**config.mk**
```make
export PLATFORM = sky130hd
export DESIGN_NAME = line_burst_arbiter
export DESIGN_NICKNAME = d
export VERILOG_FILES = /design/src/rtl/cache_types.sv /design/src/rtl/line_beat_buffer.sv /design/src/rtl/line_burst_arbiter.sv
export SDC_FILE = /design/constraint.sdc
export NUM_CORES = 2
export LEC_CHECK = 0
export ABC_CLOCK_PERIOD_IN_PS = 2330
export CAP_MARGIN = 15
export CORE_AREA = 2 2 394 396
export DETAILED_ROUTE_END_ITERATION = 7
export DIE_AREA = 0 0 396 398
export PLACE_DENSITY = 0.55
export REMOVE_ABC_BUFFERS = 1
export SLEW_MARGIN = 20
export SYNTH_ARGS = -nofsm -noshare
export SYNTH_HDL_FRONTEND = slang
export SYNTH_SLANG_ARGS = --single-unit
```
**constraint.sdc**
```tcl
create_clock -name clk -period 2.33 [get_ports clk]
set_input_delay 0.466 -clock clk [delete_from_list [all_inputs] [get_ports clk]]
set_output_delay 0.466 -clock clk [all_outputs]
set_load 0.05 [all_outputs]
```
**src/rtl/cache_types.sv**
```systemverilog
// Shared types and constants for the cache-line to memory-burst arbiter.
package cache_types;
  localparam int LINE_W   = 256;
  localparam int MEM_W    = 64;
  localparam int BEATS    = LINE_W / MEM_W;
  localparam int CNT_W    = $clog2(BEATS);
  localparam int OFF_BITS = 5;

  typedef enum logic [1:0] {IDLE, RD_BURST, WR_BURST, DONE} arb_state_t;
  typedef enum logic [1:0] {GNT_NONE, GNT_I, GNT_D} grant_t;

  function automatic logic [31:0] line_base(input logic [31:0] addr);
    return {addr[31:OFF_BITS], {OFF_BITS{1'b0}}};
  endfunction
endpackage

```
**src/rtl/line_beat_buffer.sv**
```systemverilog
// One cache line plus beat counter: assembles read beats, serves write beats.
module line_beat_buffer
  import cache_types::*;
(
  input  logic              clk,
  input  logic              rst,
  input  logic              clr,
  input  logic              load,
  input  logic [LINE_W-1:0] load_line,
  input  logic              beat_en,
  input  logic              cap_en,
  input  logic [MEM_W-1:0]  beat_in,
  output logic [LINE_W-1:0] line_next,
  output logic [MEM_W-1:0]  beat_out,
  output logic              last_beat
);
  logic [CNT_W-1:0]  cnt_q, cnt_d;
  logic [LINE_W-1:0] line_q, line_d;

  // line_next is the line with the incoming beat dropped into the current slot
  genvar gi;
  for (gi = 0; gi < BEATS; gi++) begin : g_beat
    assign line_next[gi*MEM_W +: MEM_W] =
      (cnt_q == CNT_W'(gi)) ? beat_in : line_q[gi*MEM_W +: MEM_W];
  end

  assign beat_out  = line_q[int'(cnt_q)*MEM_W +: MEM_W];
  assign last_beat = (cnt_q == CNT_W'(BEATS - 1));

  always_comb begin
    line_d = line_q;
    cnt_d  = cnt_q;
    if (clr) begin
      line_d = '0;
      cnt_d  = '0;
    end else if (load) begin
      line_d = load_line;
      cnt_d  = '0;
    end else if (beat_en) begin
      cnt_d = cnt_q + 1'b1;
      if (cap_en) line_d = line_next;
    end
  end

  always_ff @(posedge clk or negedge rst) begin
    if (!rst) begin
      line_q <= '0;
      cnt_q  <= '0;
    end else begin
      line_q <= line_d;
      cnt_q  <= cnt_d;
    end
  end
endmodule

```
**src/rtl/line_burst_arbiter.sv**
```systemverilog
// Shares one 64-bit burst memory port between icache and dcache line ports.
// Define LINE_ARB_RR_EN for round-robin on contention; otherwise dcache has fixed priority.
module line_burst_arbiter
  import cache_types::*;
(
  input  logic              clk,
  input  logic              rst,
  input  logic              pmem_read_c_i,
  input  logic [31:0]       pmem_address_c_i,
  output logic [LINE_W-1:0] pmem_rdata_c_i,
  output logic              pmem_resp_c_i,
  input  logic              pmem_read_c_d,
  input  logic              pmem_write_c_d,
  input  logic [31:0]       pmem_address_c_d,
  input  logic [LINE_W-1:0] pmem_wdata_c_d,
  output logic [LINE_W-1:0] pmem_rdata_c_d,
  output logic              pmem_resp_c_d,
  output logic              pmem_read_m,
  output logic              pmem_write_m,
  output logic [31:0]       pmem_address_m,
  output logic [MEM_W-1:0]  pmem_wdata_m,
  input  logic [MEM_W-1:0]  pmem_rdata_m,
  input  logic              pmem_resp_m
);
  arb_state_t        state_q, state_d;
  grant_t            grant_q, grant_d;
  logic [31:0]       addr_q, addr_d;
  logic [LINE_W-1:0] rdata_i_q, rdata_i_d, rdata_d_q, rdata_d_d;
  logic              buf_clr, buf_load, buf_beat, buf_cap, last_beat;
  logic [LINE_W-1:0] buf_line_next;
  logic              req_i, req_d, pick_d;

  assign req_i = pmem_read_c_i;
  assign req_d = pmem_read_c_d | pmem_write_c_d;

`ifdef LINE_ARB_RR_EN
  logic last_d_q, last_d_d;

  assign pick_d = req_d && (!req_i || !last_d_q);

  always_comb begin
    last_d_d = last_d_q;
    if (state_q == IDLE && grant_d != GNT_NONE) last_d_d = (grant_d == GNT_D);
  end

  always_ff @(posedge clk or negedge rst) begin
    if (!rst) last_d_q <= 1'b0;
    else      last_d_q <= last_d_d;
  end
`else
  assign pick_d = req_d;
`endif

  line_beat_buffer u_buf (
    .clk       (clk),
    .rst       (rst),
    .clr       (buf_clr),
    .load      (buf_load),
    .load_line (pmem_wdata_c_d),
    .beat_en   (buf_beat),
    .cap_en    (buf_cap),
    .beat_in   (pmem_rdata_m),
    .line_next (buf_line_next),
    .beat_out  (pmem_wdata_m),
    .last_beat (last_beat)
  );

  always_comb begin
    state_d   = state_q;
    grant_d   = grant_q;
    addr_d    = addr_q;
    rdata_i_d = rdata_i_q;
    rdata_d_d = rdata_d_q;
    buf_clr   = 1'b0;
    buf_load  = 1'b0;
    buf_beat  = 1'b0;
    buf_cap   = 1'b0;
    case (state_q)
      IDLE: begin
        // a simultaneous read+write from dcache is a writeback first
        if (pick_d) begin
          grant_d = GNT_D;
          addr_d  = line_base(pmem_address_c_d);
          if (pmem_write_c_d) begin
            state_d  = WR_BURST;
            buf_load = 1'b1;
          end else begin
            state_d = RD_BURST;
            buf_clr = 1'b1;
          end
        end else if (req_i) begin
          grant_d = GNT_I;
          addr_d  = line_base(pmem_address_c_i);
          state_d = RD_BURST;
          buf_clr = 1'b1;
        end
      end
      RD_BURST: begin
        if (pmem_resp_m) begin
          buf_beat = 1'b1;
          buf_cap  = 1'b1;
          if (last_beat) begin
            state_d = DONE;
            if (grant_q == GNT_I) rdata_i_d = buf_line_next;
            else                  rdata_d_d = buf_line_next;
          end
        end
      end
      WR_BURST: begin
        if (pmem_resp_m) begin
          buf_beat = 1'b1;
          if (last_beat) state_d = DONE;
        end
      end
      DONE: begin
        state_d = IDLE;
        grant_d = GNT_NONE;
      end
      default: state_d = IDLE;
    endcase
  end

  always_ff @(posedge clk or negedge rst) begin
    if (!rst) begin
      state_q   <= IDLE;
      grant_q   <= GNT_NONE;
      addr_q    <= '0;
      rdata_i_q <= '0;
      rdata_d_q <= '0;
    end else begin
      state_q   <= state_d;
      grant_q   <= grant_d;
      addr_q    <= addr_d;
      rdata_i_q <= rdata_i_d;
      rdata_d_q <= rdata_d_d;
    end
  end

  assign pmem_read_m    = (state_q == RD_BURST);
  assign pmem_write_m   = (state_q == WR_BURST);
  assign pmem_address_m = addr_q;
  assign pmem_resp_c_i  = (state_q == DONE) && (grant_q == GNT_I);
  assign pmem_resp_c_d  = (state_q == DONE) && (grant_q == GNT_D);
  assign pmem_rdata_c_i = rdata_i_q;
  assign pmem_rdata_c_d = rdata_d_q;
endmodule

```
# Yosys cells after proc, flatten, opt, wreduce, memory -nomap -nowiden
# Index checks and enable logic that the tools add are counted.
# word_totals
regBits	806
inputBits	390
output_inout_bits	612
elab_cells	68
# classes
n_addsub	1
n_eq_ne	11
shift	1
mux	31
bitwise_logic	2
n_reduce_logical	15
# ops
operator	n
256-bit two-way mux	4
64-bit two-way mux	4
256-bit by 9-bit variable part select with 64-bit output	1
32-bit two-way mux	2
2-bit two-way mux	9
2-bit equality test (second input constant)	5
1-bit two-way mux	10
4-bit AND reduction	2
2-bit by 1-bit equality test with 1-bit output (second input constant)	3
2-bit case mux with 3 select lines	1
2-bit AND reduction	3
3-bit nonzero test	2
2-bit zero test	2
2-bit by 1-bit != test with 1-bit output (second input constant)	2
2-bit case mux with 2 select lines	1
2-bit nonzero test	2
3-bit != test (second input constant)	1
3-bit AND reduction	1
2-bit by 1-bit adder with 2-bit output (second input constant)	1
1-bit logical AND	2
2-bit OR reduction	1
1-bit inverter	1
1-bit OR	1

# Depth between registers and ports, before layout
# logic_depth
word_depth	6
ltp_mapped	9
depth_no_buf	5

# Cells and area by module
# Synthesis repeated with hierarchy kept, for this count alone.
# unflattened
hier_cells	2507
hier_area_um2	37203.2
# by_module_without_submodules
module	instances	cells_each	area_each_um2	seq_area_each_um2
line_burst_arbiter	1	1246	20597.3	13588.0
line_beat_buffer	1	1261	16605.9	6456.2

# Least setup slack after synthesis
# Ideal clock, no wire load.
# synth_timing
kind	register -> register
startpoint	reg u_buf.cnt_q[1]
endpoint	reg rdata_i_q[100], in the netlist pmem_rdata_c_i[100]
setup_ns	0.125
arrival_time_ns	2.162
t_required_ns	2.205
slack_ns	0.043
path_stages_with_launch	9
path_buffers	4
synth_period_minus_slack_ns	2.287
cell_sequence	dfrtp_1 buf_2 buf_1 inv_1 ha_1 buf_4 clkbuf_1 mux2_2 mux2_4
# synth_via
elab_chain_cells	2
word_cells_on_any_way	4
classes_between	eq/ne: 2; mux: 1; reduce/logical: 1
# synth_rtl
element	line	text
from (decl)	line_beat_buffer.sv:17	logic [CNT_W-1:0] cnt_q, cnt_d;
from (signal assigned)	line_beat_buffer.sv:51	cnt_q <= cnt_d;
2-bit equality test or 2-bit by 1-bit equality test with 1-bit output (tied branches)	line_beat_buffer.sv:28, line_beat_buffer.sv:24	
4-bit AND reduction (no line) or 64-bit two-way mux (tied branches)	-	
to (signal assigned)	line_burst_arbiter.sv:134	rdata_i_q <= rdata_i_d;
to (decl)	line_burst_arbiter.sv:28	logic [LINE_W-1:0] rdata_i_q, rdata_i_d, rdata_d_q, rdata_d_d;
# Several ways; a longest one is shown, not always the timed one.
# A chain may end at the register's enable or synchronous reset.

# Final worst setup path
# layout_timing
startpoint	reg u_buf.cnt_q[0]
endpoint	out pmem_wdata_m[57]
# layout_via
elab_chain_cells	1
# layout_rtl
element	line	text
256-bit by 9-bit variable part select with 64-bit output	line_beat_buffer.sv:27	assign beat_out = line_q[int'(cnt_q)*MEM_W +: MEM_W];
to (decl)	line_burst_arbiter.sv:21	output logic [MEM_W-1:0] pmem_wdata_m,
# Every way passes these cells.

==> summary.md <==
| Metric | Value |
|---|---|
| IO Count | `1002` |
| Gr ovfl total | `0` |
| R2r startpoint | `u_buf.cnt_q[0]` |
| Footprint of the multi-input gates | `16900 um^2` |
| Crit Path Category | `flop to output port` |
| Placed wire-length estimate | `116000 um` |
| Synth area leaders | `dfrtp_1 53%, mux2_2 16%, mux2_4 9.5%` |
| P_sw | `30.2 mW` |
| Setup slack, reg-to-reg | `0.02 ns` |
| Clock power frac | `21.8%` |
| Worst Setup Start Kind | `flop` |
| Root buf cell | `clkbuf_16` |
| CTS sink count | `801` |
| Synth warn | `0` |
| Drc violations | `0` |
| Failing checks | `setup timing` |
| Commonest non-fill, non-tap cell in the layout | `dfrtp_1` |
| Worst vdd ir | `0.696 mV` |
| Standard-cell rows | `144` |
| Starting Density | `24.8%` |
| Max-cap violations | `0` |
| Crit path capture type | `output port` |
| CTS clock-pin slew for the worst setup and hold paths | `0.06 ns` |
| Internal power | `39.0 mW` |
| Max-slew headroom | `57.1%` |
| Crit-path max FO | `8` |
| Drt pass-1 iters | `5` |
| Synth Cell Area | `38100 um^2` |
| Max Freq | `0.359 GHz` |
| Power per cell area | `1260 nW/um^2` |
| Vias in the first global route | `29000` |
| FF+latch count, synth | `801` |
| Register area share after synthesis | `52.7%` |
| Reg area | `20100 um^2` |
| First-pass GRT wire length | `217000 um` |
| Crit path time final | `2.79 ns` |
| Most frequent cells in the layout | `798 x dfrtp_1, 522 x dlygate4sd2_1, 488 x mux2_2, 378 x clkdlybuf4s50_1, 284 x mux2i_1` |
| Input/output buffers | `986` |
| Fin worst setup slack | `-0.458 ns` |
| Nets | `4252` |
| Largest net degree at the start of global routing | `93` |
| Largest family of logic cells by synthesized area | `multiplexers` |
| Total core area | `153000 um^2` |
| Synth Area in Adders | `0.296%` |
| Via count of the routed design | `27400` |
| Switching share of power | `43.7%` |
| Detail Route Antenna Nets | `0` |
| Layout area overhead | `44.7%` |
| Htree depth | `3` |
| DIE AREA | `158000 um^2` |
| Post-Synth XOR/XNOR Area | `0.0230%` |
| RSZ-0062 raised after global routing | `yes` |
| Post-Synth Simple-Gate Area | `3.05%` |
| Top FF cell, synth | `dfrtp_1` |
| Slew @ Worst Pin | `0.647 ns` |
| Initial antenna violation count | `22` |
| Setup violators final | `64` |
| Routed WL per cell | `25.9 um` |
| Post-synthesis compound-gate area fraction | `3.98%` |
| Drt first-iter violations | `1604` |
| Syn Inst Count | `2731` |
| Share of layout cells above drive strength 1 | `33.6%` |
| Comb power frac | `49.4%` |
| R2r endpoint | `pmem_rdata_c_i[97]` |
| Fin crit share | `120%` |
| CP Data Arrival Time | `2.32 ns` |
| WL final | `155000 um` |
| Routability Congestion | `0.856` |
| Req. time, crit path | `1.86 ns` |
| Pins Over Slew Limit | `0` |
| DR vias/cell | `4.58` |
| Fillers | `15200` |
| Clock insertion delay at the later pin of the skew report | `0.71 ns` |
| R2r worst-path depth | `9` |
| Synthesized area per cell | `13.9 um^2` |
| Dpl ws | `0.0277 ns` |
| Share of the synthesized area in the top cell type | `52.7%` |
| Min-delay worst type | `input port to asynchronous set/reset pin` |
| Mux share of post-synthesis cell area | `36.3%` |
| GRT Total Usage | `18.9%` |
| Outcome | `finished, violations left` |
| Final Hold Vio Count | `0` |
| Clock skew | `0.0437 ns` |
| Setup_tns | `-24.61 ns` |
| CTS Buf Count | `96` |
| TritonCTS clock tree | `done` |
| Post-synth ARST share | `100%` |
| Synth unique cells | `31` |
| Post-synth EDFFs | `0` |
| Chip width | `396 um` |
| Leak | `27.1 nW` |
| DIE HEIGHT | `398 um` |
| Power share of the sequential group | `28.7%` |
| Longest Clk Path Bufs | `3` |
| Yosys top cell by area | `dfrtp_1` |
==> layer usage <==
layer | track usage (%) | up-vias | wire, um
li1 | - | 12100 | -
met1 | 23.3 | 14300 | 64400
met2 | 32.3 | 842 | 77000
met3 | 4.24 | 206 | 8750
met4 | 6.63 | 12 | 4910
met5 | 0 | - | 76
==> kinds of logic (layout without fill, tap and decap cells) <==
logic type	Yosys count	after routing
XOR/XNOR	1	1
flip-flops	801	801
other	1	14
AO/OA/AOI/OAI	297	297
AND/OR/NAND/NOR	301	301
adder cells (fa/ha/maj)	9	9
buffers and inverters	205	1401
multiplexers	1116	1116
==> power groups by stage <==
| stage | combinational [mW] | clock (mW) | sequential, mW |
|---|---|---|---|
| after CTS | 33.7 | 15.6 | 19.8 |
| after floorplan | 14.8 | 0 | 25.9 |
| after detailed placement | 33.8 | 0 | 20.1 |
| after global routing | 35.9 | 16.1 | 20.3 |
| after global placement | 33.6 | 0 | 20.0 |
| final | 34.2 | 15.1 | 19.9 |
==> synthesized netlist by cell type (all sizes together), types with 6 or more instances <==
master	instances
dfrtp	801
mux2	768
mux2i	284
o21ai	260
nand2	258
buf	131
clkbuf	68
mux4	64
nor2	33
a21oi	31
ha	9
inv	6
==> sequential cells by signal (all words and copies together) (netlist names) <==
register,flops
pmem_address_m,27
state_q,2
u_buf.line_q,256
pmem_rdata_c_i,256
u_buf.cnt_q,2
pmem_rdata_c_d,256
grant_q,2
==> worst max-delay path, stage by stage, from the launching register on <==
cell and delay (ns):
dfrtp_4 0.49, buf_12 0.19, buf_6 0.16, mux4_2 0.59
buf_6 0.20
==> worst max path at each step <==
stage / slack (ns) / to / cells after the start / startpoint
CTS: -0.57 / pmem_wdata_m[45] / 4 / u_buf.cnt_q[0]
detailed placement: 0.03 / u_buf.line_q[62] / 7 / pmem_resp_m
finish: -0.46 / pmem_wdata_m[57] / 4 / u_buf.cnt_q[0]
global placement: 0.05 / pmem_rdata_c_i[207] / 6 / pmem_resp_m
global route: -0.55 / pmem_wdata_m[45] / 4 / u_buf.cnt_q[0]
floorplan: -9.88 / pmem_rdata_c_i[194] / 4 / u_buf.cnt_q[0]
==> cell type report <==
type | instances | share of cell area [%]
inverter | 6 | 0.0477
sequential | 801 | 36.4
antenna | 9 | 0.0409
tap | 2044 | 4.64
clock buffer | 140 | 5.05
clock inverter | 36 | 0.670
timing repair buffer | 1219 | 22.5
multi-input combinational | 1729 | 30.7
==> metrics by stage <==
step                      instances  power (mW)  util [%]  hold WS (ns)  instance area (um^2)
final                          5984        69.2      35.9         0.284                 55100
after global routing           5983        72.3      35.9         0.260                 55100
after global placement         5768        53.6      33.7         0.404                 51600
after CTS                      5954        69.1      35.6         0.211                 54600
after floorplan                2536        40.7         -         0.170                 36700
after detailed placement       5768        53.9      33.7         0.403                 51600
==> repair_timing <==
| item | 4_1_cts | 5_1_grt |
|---|---|---|
| hold buffers | 1 | 0 |
| cloned | 2 | 7 |
| endpoints found under the hold margin | 119 | 0 |
| setup endpoints to repair | 587 | 290 |
| setup buffers | 7 | 16 |
| pin swaps | 0 | 2 |
| resized for setup | 602 | 56 |
Power figures use the tool's default switching activity.
